## config.mk

```make
export PLATFORM = sky130hd
export DESIGN_NAME = mem_port_arb
export DESIGN_NICKNAME = d
export VERILOG_FILES = /design/src/rtl/mem_port_arb.sv
export SDC_FILE = /design/constraint.sdc
export NUM_CORES = 1
export LEC_CHECK = 0
export ABC_AREA = 1
export CORE_AREA = 3 3 169 171
export DETAILED_ROUTE_END_ITERATION = 8
export DIE_AREA = 0 0 172 174
export MAX_ROUTING_LAYER = met4
export PLACE_DENSITY_LB_ADDON = 0.08
export SKIP_LAST_GASP = 1
export SLEW_MARGIN = 20
export SYNTH_ARGS = -nofsm -noshare
export SYNTH_HDL_FRONTEND = slang
export SYNTH_SLANG_ARGS = --single-unit
```

## constraint.sdc

```tcl
create_clock -name i_clk -period 2.39 [get_ports i_clk]
set_clock_uncertainty 0.2 [all_clocks]
set_input_delay 0.717 -clock i_clk [delete_from_list [all_inputs] [get_ports i_clk]]
set_output_delay 0.717 -clock i_clk [all_outputs]
set_load 0.005 [all_outputs]
```

## src/rtl/mem_port_arb.sv

```systemverilog
// Host/core arbiter onto one registered memory port: alternating priority on
// contention, one transfer per cycle, reads routed back to their owner two cycles later.
module mem_port_arb #(
  parameter int ADDR_W = 13,
  parameter int DATA_W = 64
) (
  input  logic              i_clk,
  input  logic              i_rst,
  input  logic              i_h_valid,
  output logic              o_h_ready,
  input  logic [1:0]        i_h_op,
  input  logic [ADDR_W-1:0] i_h_addr,
  input  logic [DATA_W-1:0] i_h_wdata,
  output logic              o_h_rvalid,
  output logic [DATA_W-1:0] o_h_rdata,
  input  logic              i_c_valid,
  output logic              o_c_ready,
  input  logic [1:0]        i_c_op,
  input  logic [ADDR_W-1:0] i_c_addr,
  input  logic [DATA_W-1:0] i_c_wdata,
  output logic              o_c_rvalid,
  output logic [DATA_W-1:0] o_c_rdata,
  output logic [1:0]        o_mem_op,
  output logic [ADDR_W-1:0] o_mem_addr,
  output logic [DATA_W-1:0] o_mem_wdata,
  input  logic [DATA_W-1:0] i_mem_rdata,
  output logic              o_busy
);
  localparam logic [1:0] OP_NOP   = 2'd0;
  localparam logic [1:0] OP_READ  = 2'd1;
  localparam logic [1:0] OP_WRITE = 2'd2;

  logic              last_core;
  logic              h_grant;
  logic              c_grant;
  logic              xfer;
  logic [1:0]        sel_op;
  logic [ADDR_W-1:0] sel_addr;
  logic [DATA_W-1:0] sel_wdata;
  logic [1:0]        mem_op_p0;
  logic [ADDR_W-1:0] mem_addr_p0;
  logic [DATA_W-1:0] mem_wdata_p0;
  logic              vld_p0;
  logic              vld_p1;
  logic              own_core_p0;
  logic              own_core_p1;
  logic [DATA_W-1:0] h_rdata_hold;
  logic [DATA_W-1:0] c_rdata_hold;

  // Reserved op 3 travels to memory as a NOP.
  function automatic logic [1:0] issue_op(input logic [1:0] op);
    return (op == OP_READ || op == OP_WRITE) ? op : OP_NOP;
  endfunction

  always_comb begin
    h_grant = 1'b0;
    c_grant = 1'b0;
    if (!i_rst) begin
      if (i_h_valid && (!i_c_valid || last_core)) h_grant = 1'b1;
      else if (i_c_valid)                          c_grant = 1'b1;
    end
  end

  assign xfer      = h_grant | c_grant;
  assign sel_op    = c_grant ? i_c_op    : i_h_op;
  assign sel_addr  = c_grant ? i_c_addr  : i_h_addr;
  assign sel_wdata = c_grant ? i_c_wdata : i_h_wdata;
  assign o_h_ready = h_grant;
  assign o_c_ready = c_grant;

  // Stage p0: accepted request becomes the registered memory command
  always_ff @(posedge i_clk) begin
    if (i_rst) begin
      last_core    <= 1'b1;
      mem_op_p0    <= OP_NOP;
      mem_addr_p0  <= '0;
      mem_wdata_p0 <= '0;
      vld_p0       <= 1'b0;
    end else begin
      mem_op_p0 <= xfer ? issue_op(sel_op) : OP_NOP;
      vld_p0    <= xfer && (sel_op == OP_READ);
      if (xfer) begin
        last_core    <= c_grant;
        mem_addr_p0  <= sel_addr;
        mem_wdata_p0 <= sel_wdata;
      end
    end
  end

  always_ff @(posedge i_clk) begin
    own_core_p0 <= c_grant;
    own_core_p1 <= own_core_p0;
  end

  // Stage p1: memory read data is present; route it to the owner
  always_ff @(posedge i_clk) begin
    if (i_rst) vld_p1 <= 1'b0;
    else       vld_p1 <= vld_p0;
  end

  assign o_h_rvalid = vld_p1 & ~own_core_p1 & ~i_rst;
  assign o_c_rvalid = vld_p1 &  own_core_p1 & ~i_rst;

  always_ff @(posedge i_clk) begin
    if (i_rst) begin
      h_rdata_hold <= '0;
      c_rdata_hold <= '0;
    end else begin
      if (o_h_rvalid) h_rdata_hold <= i_mem_rdata;
      if (o_c_rvalid) c_rdata_hold <= i_mem_rdata;
    end
  end

  assign o_h_rdata   = o_h_rvalid ? i_mem_rdata : h_rdata_hold;
  assign o_c_rdata   = o_c_rvalid ? i_mem_rdata : c_rdata_hold;
  // A command issued into a reset cycle is suppressed so memory never sees it.
  assign o_mem_op    = i_rst ? OP_NOP : mem_op_p0;
  assign o_mem_addr  = mem_addr_p0;
  assign o_mem_wdata = mem_wdata_p0;
  assign o_busy      = i_h_valid | i_c_valid | (~i_rst & (vld_p0 | vld_p1));

endmodule
```

## Word level (Yosys, flattened, before mapping)

Cells that the tools add are included.

| storage, ports and cells | value |
|---|---|
| input bits | 226 |
| output and inout bits | 212 |
| word-level logic and storage cells | 42 |
| flip-flop bits (word level) | 212 |

| operators by class | value |
|---|---|
| reductions and logical operators | 6 |
| equality and inequality tests | 2 |
| bitwise logic cells | 13 |
| mux-type cells | 11 |

Operators by type and width:

| operator | count |
|---|---|
| two-way mux 64 bit | 3 |
| two-way mux 13 bit | 1 |
| bitwise AND 1 bit | 5 |
| two-way mux 1 bit | 5 |
| two-way mux 2 bit | 2 |
| NOT 1 bit | 4 |
| OR 1 bit | 4 |
| OR reduction 3 bit | 1 |
| equality test 2 x 1 -> 1 bit (second input constant) | 1 |
| equality test 2 bit (second input constant) | 1 |
| logical AND 1 bit | 2 |
| logical OR 1 bit | 2 |
| zero test 1 bit | 1 |

## Depth between registers and ports, before layout

| depth | value |
|---|---|
| depth in word-level cells | 10 |
| mapped depth | 9 |
| depth with buffers taken out | 8 |

## Worst setup path after synthesis

No wires, ideal clock.

| timing path | value |
|---|---|
| path type | input to output |
| from | input i_rst |
| to | output o_c_rdata[10] |
| stages on the path | 8 |
| slack | 0.045 ns |
| buffers on the path | 2 |
| arrival time | 1.428 ns |
| data required time | 1.473 ns |
| path through | inv_2 nand2_1 nor2_1 buf_4 buf_4 nand2_1 nand2_1 inv_1 |

| on the way | value |
|---|---|
| longest elaborated chain between the ends | 3 |

Ends and longest elaborated chain:

| what | line | source |
|---|---|---|
| start: declaration | 8 | `input logic i_rst,` |
| NOT 1 bit | 102 | `assign o_c_rvalid = vld_p1 & own_core_p1 & ~i_rst;` |
| bitwise AND 1 bit | 102 |  |
| two-way mux 64 bit | -- |  |
| end: declaration | 22 | `output logic [DATA_W-1:0] o_c_rdata,` |

Every way passes these cells.

## Worst setup path in the final report

| timing path | value |
|---|---|
| from | register vld_p1 |
| to | output o_c_rdata[11] |

| on the way | value |
|---|---|
| longest elaborated chain between the ends | 3 |

Ends and longest elaborated chain:

| what | line | source |
|---|---|---|
| start: declaration | 44 | `logic vld_p1;` |
| start signal: assignment | 98 | `else vld_p1 <= vld_p0;` |
| bitwise AND 1 bit (2 in series) | 102 |  |
| two-way mux 64 bit | -- |  |

Every way passes these cells.

==> PnR_summary.wiki <==
{| class="wikitable"
! Metric !! Value
|-
| Per-cell routed wire length || 14.87 um
|-
| Area of the core || 0.02703 sq mm
|-
| Number of instances in the placed design || 2,537
|-
| CTS clk-pin slew, worst paths || 60 ps
|-
| Synthesized area || 0.01034 sq mm
|-
| Result of the run || finished with violations
|-
| Final worst hold slack || 122.5 ps
|-
| Vias in the first global route || 11,270
|-
| Synth Warn # || 0
|-
| Clock tree from TritonCTS || yes
|-
| Hold Vio Cnt, Final || 0
|-
| Worst path slowest cell || sky130_fd_sc_hd__clkdlybuf4s50_1
|-
| Violations in the final reports || setup timing
|-
| Quantity of I/O buffers inserted on ports || 437
|-
| Classification of the worst-slack hold path || register to register
|-
| Pin count of the biggest net entering global routing || 68
|-
| GR Overflow Total || 0
|-
| Wire length reported by the detailed router || 41,200 um
|-
| Leakage power total || 11.29 nW
|-
| Die Ht || 174 um
|-
| Master cell of the clock root buffer || sky130_fd_sc_hd__clkbuf_16
|-
| Endpoint with the worst hold slack || own_core_p1
|-
| Filler-free cell count of the finished design || 2,770
|-
| Seq cells post-synth || 212
|-
| Starting Density || 0.3827
|-
| Number of primary I/O pins || 438
|-
| Final weighted congestion in routability-driven placement || 0.8537
|-
| Post-DP HPWL || 25,570 um
|-
| Number of enable flip-flop cells after synthesis || 0
|-
| First-pass detailed-route iteration total || 5
|-
| DRC Markers || 0
|-
| CP Capture Type || primary output
|-
| Asr flop ratio synth || 0
|-
| Worst path required time || 1470 ps
|-
| Global-route wire length before repair || 58,660 um
|-
| Sink count of the clock tree || 212
|-
| Origin of the worst min-delay path || own_core_p0
|-
| Overall routing resource usage || 0.2528
|-
| Kind of launch point of the worst setup path || register
|-
| DRC violation total after the first TritonRoute iteration || 701
|-
| ANT nets after route || 0
|-
| Worst hold stages || 0
|-
| Net count after synthesis || 1,936
|-
| Smallest setup slack after layout || -594.4 ps
|-
| Largest fanout on the critical path || 18
|-
| Mean number of vias per cell || 4.388
|-
| Layout cells sized above 1 || 0.2554
|-
| Data arrival at the endpoint of the critical path || 2070 ps
|-
| Final layout net count || 2,632
|-
| Cell types occupying the most area after synthesis || sky130_fd_sc_hd__dfxtp_1 41%, sky130_fd_sc_hd__nand2_1 23%, sky130_fd_sc_hd__inv_1 18%
|-
| Number of antenna violations at the first check in global routing || 5
|-
| Pin slew with the least headroom to its limit || 758.2 ps
|-
| Area share of xor/xnor cells in the synthesized design || 0
|-
| Cell repeated most along the worst path || sky130_fd_sc_hd__nand2_1
|-
| Depth of the worst register-to-register path || 22
|-
| Fraction of synthesized area in multiplexers || 0
|-
| Largest vdd supply drop || 504.8 uV
|-
| Register-to-register setup slack || -580 ps
|-
| Number of max-cap violations || 0
|-
| Max Clock Freq || 0.3351 GHz
|-
| Capture instance of the worst register-to-register path || h_rdata_hold[15]
|-
| Worst slew margin relative to its limit || 0.4946
|-
| Dominant synthesized flop cell || sky130_fd_sc_hd__dfxtp_1
|-
| Kind of critical path || register to primary output
|-
| Largest family of logic cells by synthesized area || simple AND/OR/NAND/NOR gates
|-
| Power per unit of standard cell area || 489.8 mW/mm^2
|-
| Most frequent cells after synthesis || 621 x sky130_fd_sc_hd__nand2_1, 486 x sky130_fd_sc_hd__inv_1, 212 x sky130_fd_sc_hd__dfxtp_1
|-
| Fraction of synthesized cell area taken by the top area cell type || 0.4103
|-
| Number of rows created at floorplan || 60
|-
| Count of cell types in the netlist || 20
|-
| Die width || 172 um
|-
| Clock latency on the worst-skew pair || 520 ps
|-
| Adder and majority gate portion of the synthesized area || 0.001210
|-
| Mean instance size in the synthesized netlist || 6.052 sq um
|-
| Cell taking the most area after synthesis || sky130_fd_sc_hd__dfxtp_1
|-
| Total number of vias || 12,160
|-
| Critical path's largest stage delay || 460 ps
|-
| Start of the worst register-to-register path || vld_p1
|-
| Proportion of synthesized chip area in sequential cells || 0.4103
|-
| Simple-gate share of the synthesized area || 0.3578
|-
| Setup violation total in the final timing report || 133
|-
| Max Buffers Root-to-Sink || 3
|-
| Gate count of the mapped netlist || 1,709
|-
| Shortest period the worst path allows || 2984 ps
|-
| Ratio of final minimum period to clock period || 1.249
|-
| Setup Total Neg Slack || -60,750 ps
|-
| Setup repair after global routing missed its margin || true
|-
| Clock buffers created by TritonCTS || 26
|-
| Cell-by-cell trace of the critical path || buf_6 > nand2_4 > nor2_4 > buf_12 > nand2_1 > nand2_1 > inv_1 > clkdlybuf4s50_1
|-
| Power, Total || 9.276 mW
|-
| Share of the synthesized area in compound gates (AO/OA/AOI/OAI) || 0.002177
|-
| Synth-to-Final Area Change || 83.08%
|-
| Number of levels the H-tree was split into || 1
|-
| Max-slew violations || 0
|-
| Die Area || 0.02993 sq mm
|-
| Cell with the most instances after synthesis || sky130_fd_sc_hd__nand2_1
|}
## registers in the layout, indices dropped and copies added (netlist names)
signal and flops:
c_rdata_hold 64, h_rdata_hold 64, o_mem_wdata 64, o_mem_addr 13, mem_op_p0 2, last_core 1, own_core_p0 1, own_core_p1 1
vld_p0 1, vld_p1 1
## metrics by stage
stage,area (sq um),util,setup slack [ps]
global placement,15770,0.5835,-667.3
detailed placement,15770,0.5835,-693.3
CTS,17670,0.6539,-634.0
floorplan,10340,-,44.75
finish,18940,0.7007,-594.4
global route,18940,0.7007,-688.5
## cells in the final DEF, fill, tap and decap left out, drive strengths merged, types with 2 or more instances in the layout
cell | netlist | layout
nand2 | 625 | 625
inv | 489 | 490
buf | 66 | 361
clkdlybuf4s50 | 0 | 305
dfxtp | 212 | 212
nand3 | 155 | 155
nor2 | 140 | 140
clkbuf | 15 | 91
dlymetal6s2s | 0 | 35
diode | 0 | 5
nand3b | 2 | 2
o211ai | 2 | 2
## worst max-delay path: cells and delay by family, from the launching register on
| family | cells | cell delay [ps] |
|---|---|---|
| flip-flops | 1 | 340 |
| buffers and inverters | 4 | 800 |
| AND/OR/NAND/NOR | 4 | 400 |
## routing by layer
layer  global-route usage  routed length (um)  share of wire
met4               0.1028                1789          0.043
met3              0.06914                3108          0.075
met5                    -                   0              0
met2               0.4323               20640           0.50
met1               0.2760               15660           0.38
## cells by family after synthesis
| family | count (synthesis) |
|---|---|
| adders and majority gates | 1 |
| DFF | 212 |
| buffers and inverters | 570 |
| and+or+nand+nor | 923 |
| AOI/OAI and AO/OA | 3 |
## how the worst max path moves through the flow
stage | to | startpoint
after floorplan | o_c_rdata[10] | i_rst
after global placement | o_h_rdata[4] | i_rst
after detailed placement | o_h_rdata[11] | i_rst
after CTS | o_c_rdata[4] | vld_p1
after global routing | o_c_rdata[11] | vld_p1
final | o_c_rdata[11] | vld_p1
## area by class of cell
class,count,area [sq um]
Sequential cell,212,4245
Fill cell,2264,8089
Tap cell,341,426.7
Timing Repair Buffer,749,7247
Clock buffer,44,829.5
Multi-Input combinational cell,927,4297
Inverter,489,1836
Clock inverter,3,43.79
Antenna cell,5,12.51
## timing repair
| action | in CTS | in global routing |
|---|---|---|
| hold buffers | 0 | 0 |
| pin swaps | 35 | 79 |
| resized for setup | 283 | 341 |
| buffers inserted | 71 | 93 |
| gates cloned | 12 | 10 |
| setup endpoints to repair | 140 | 148 |
## power by group
part | internal, mW | switching (mW) | total (mW)
logic | 0.878 | 0.665 | 1.54
clock network | 2.45 | 1.54 | 3.99
registers | 3.68 | 0.0659 | 3.74
No activity file was read; power rests on OpenSTA's default activity.
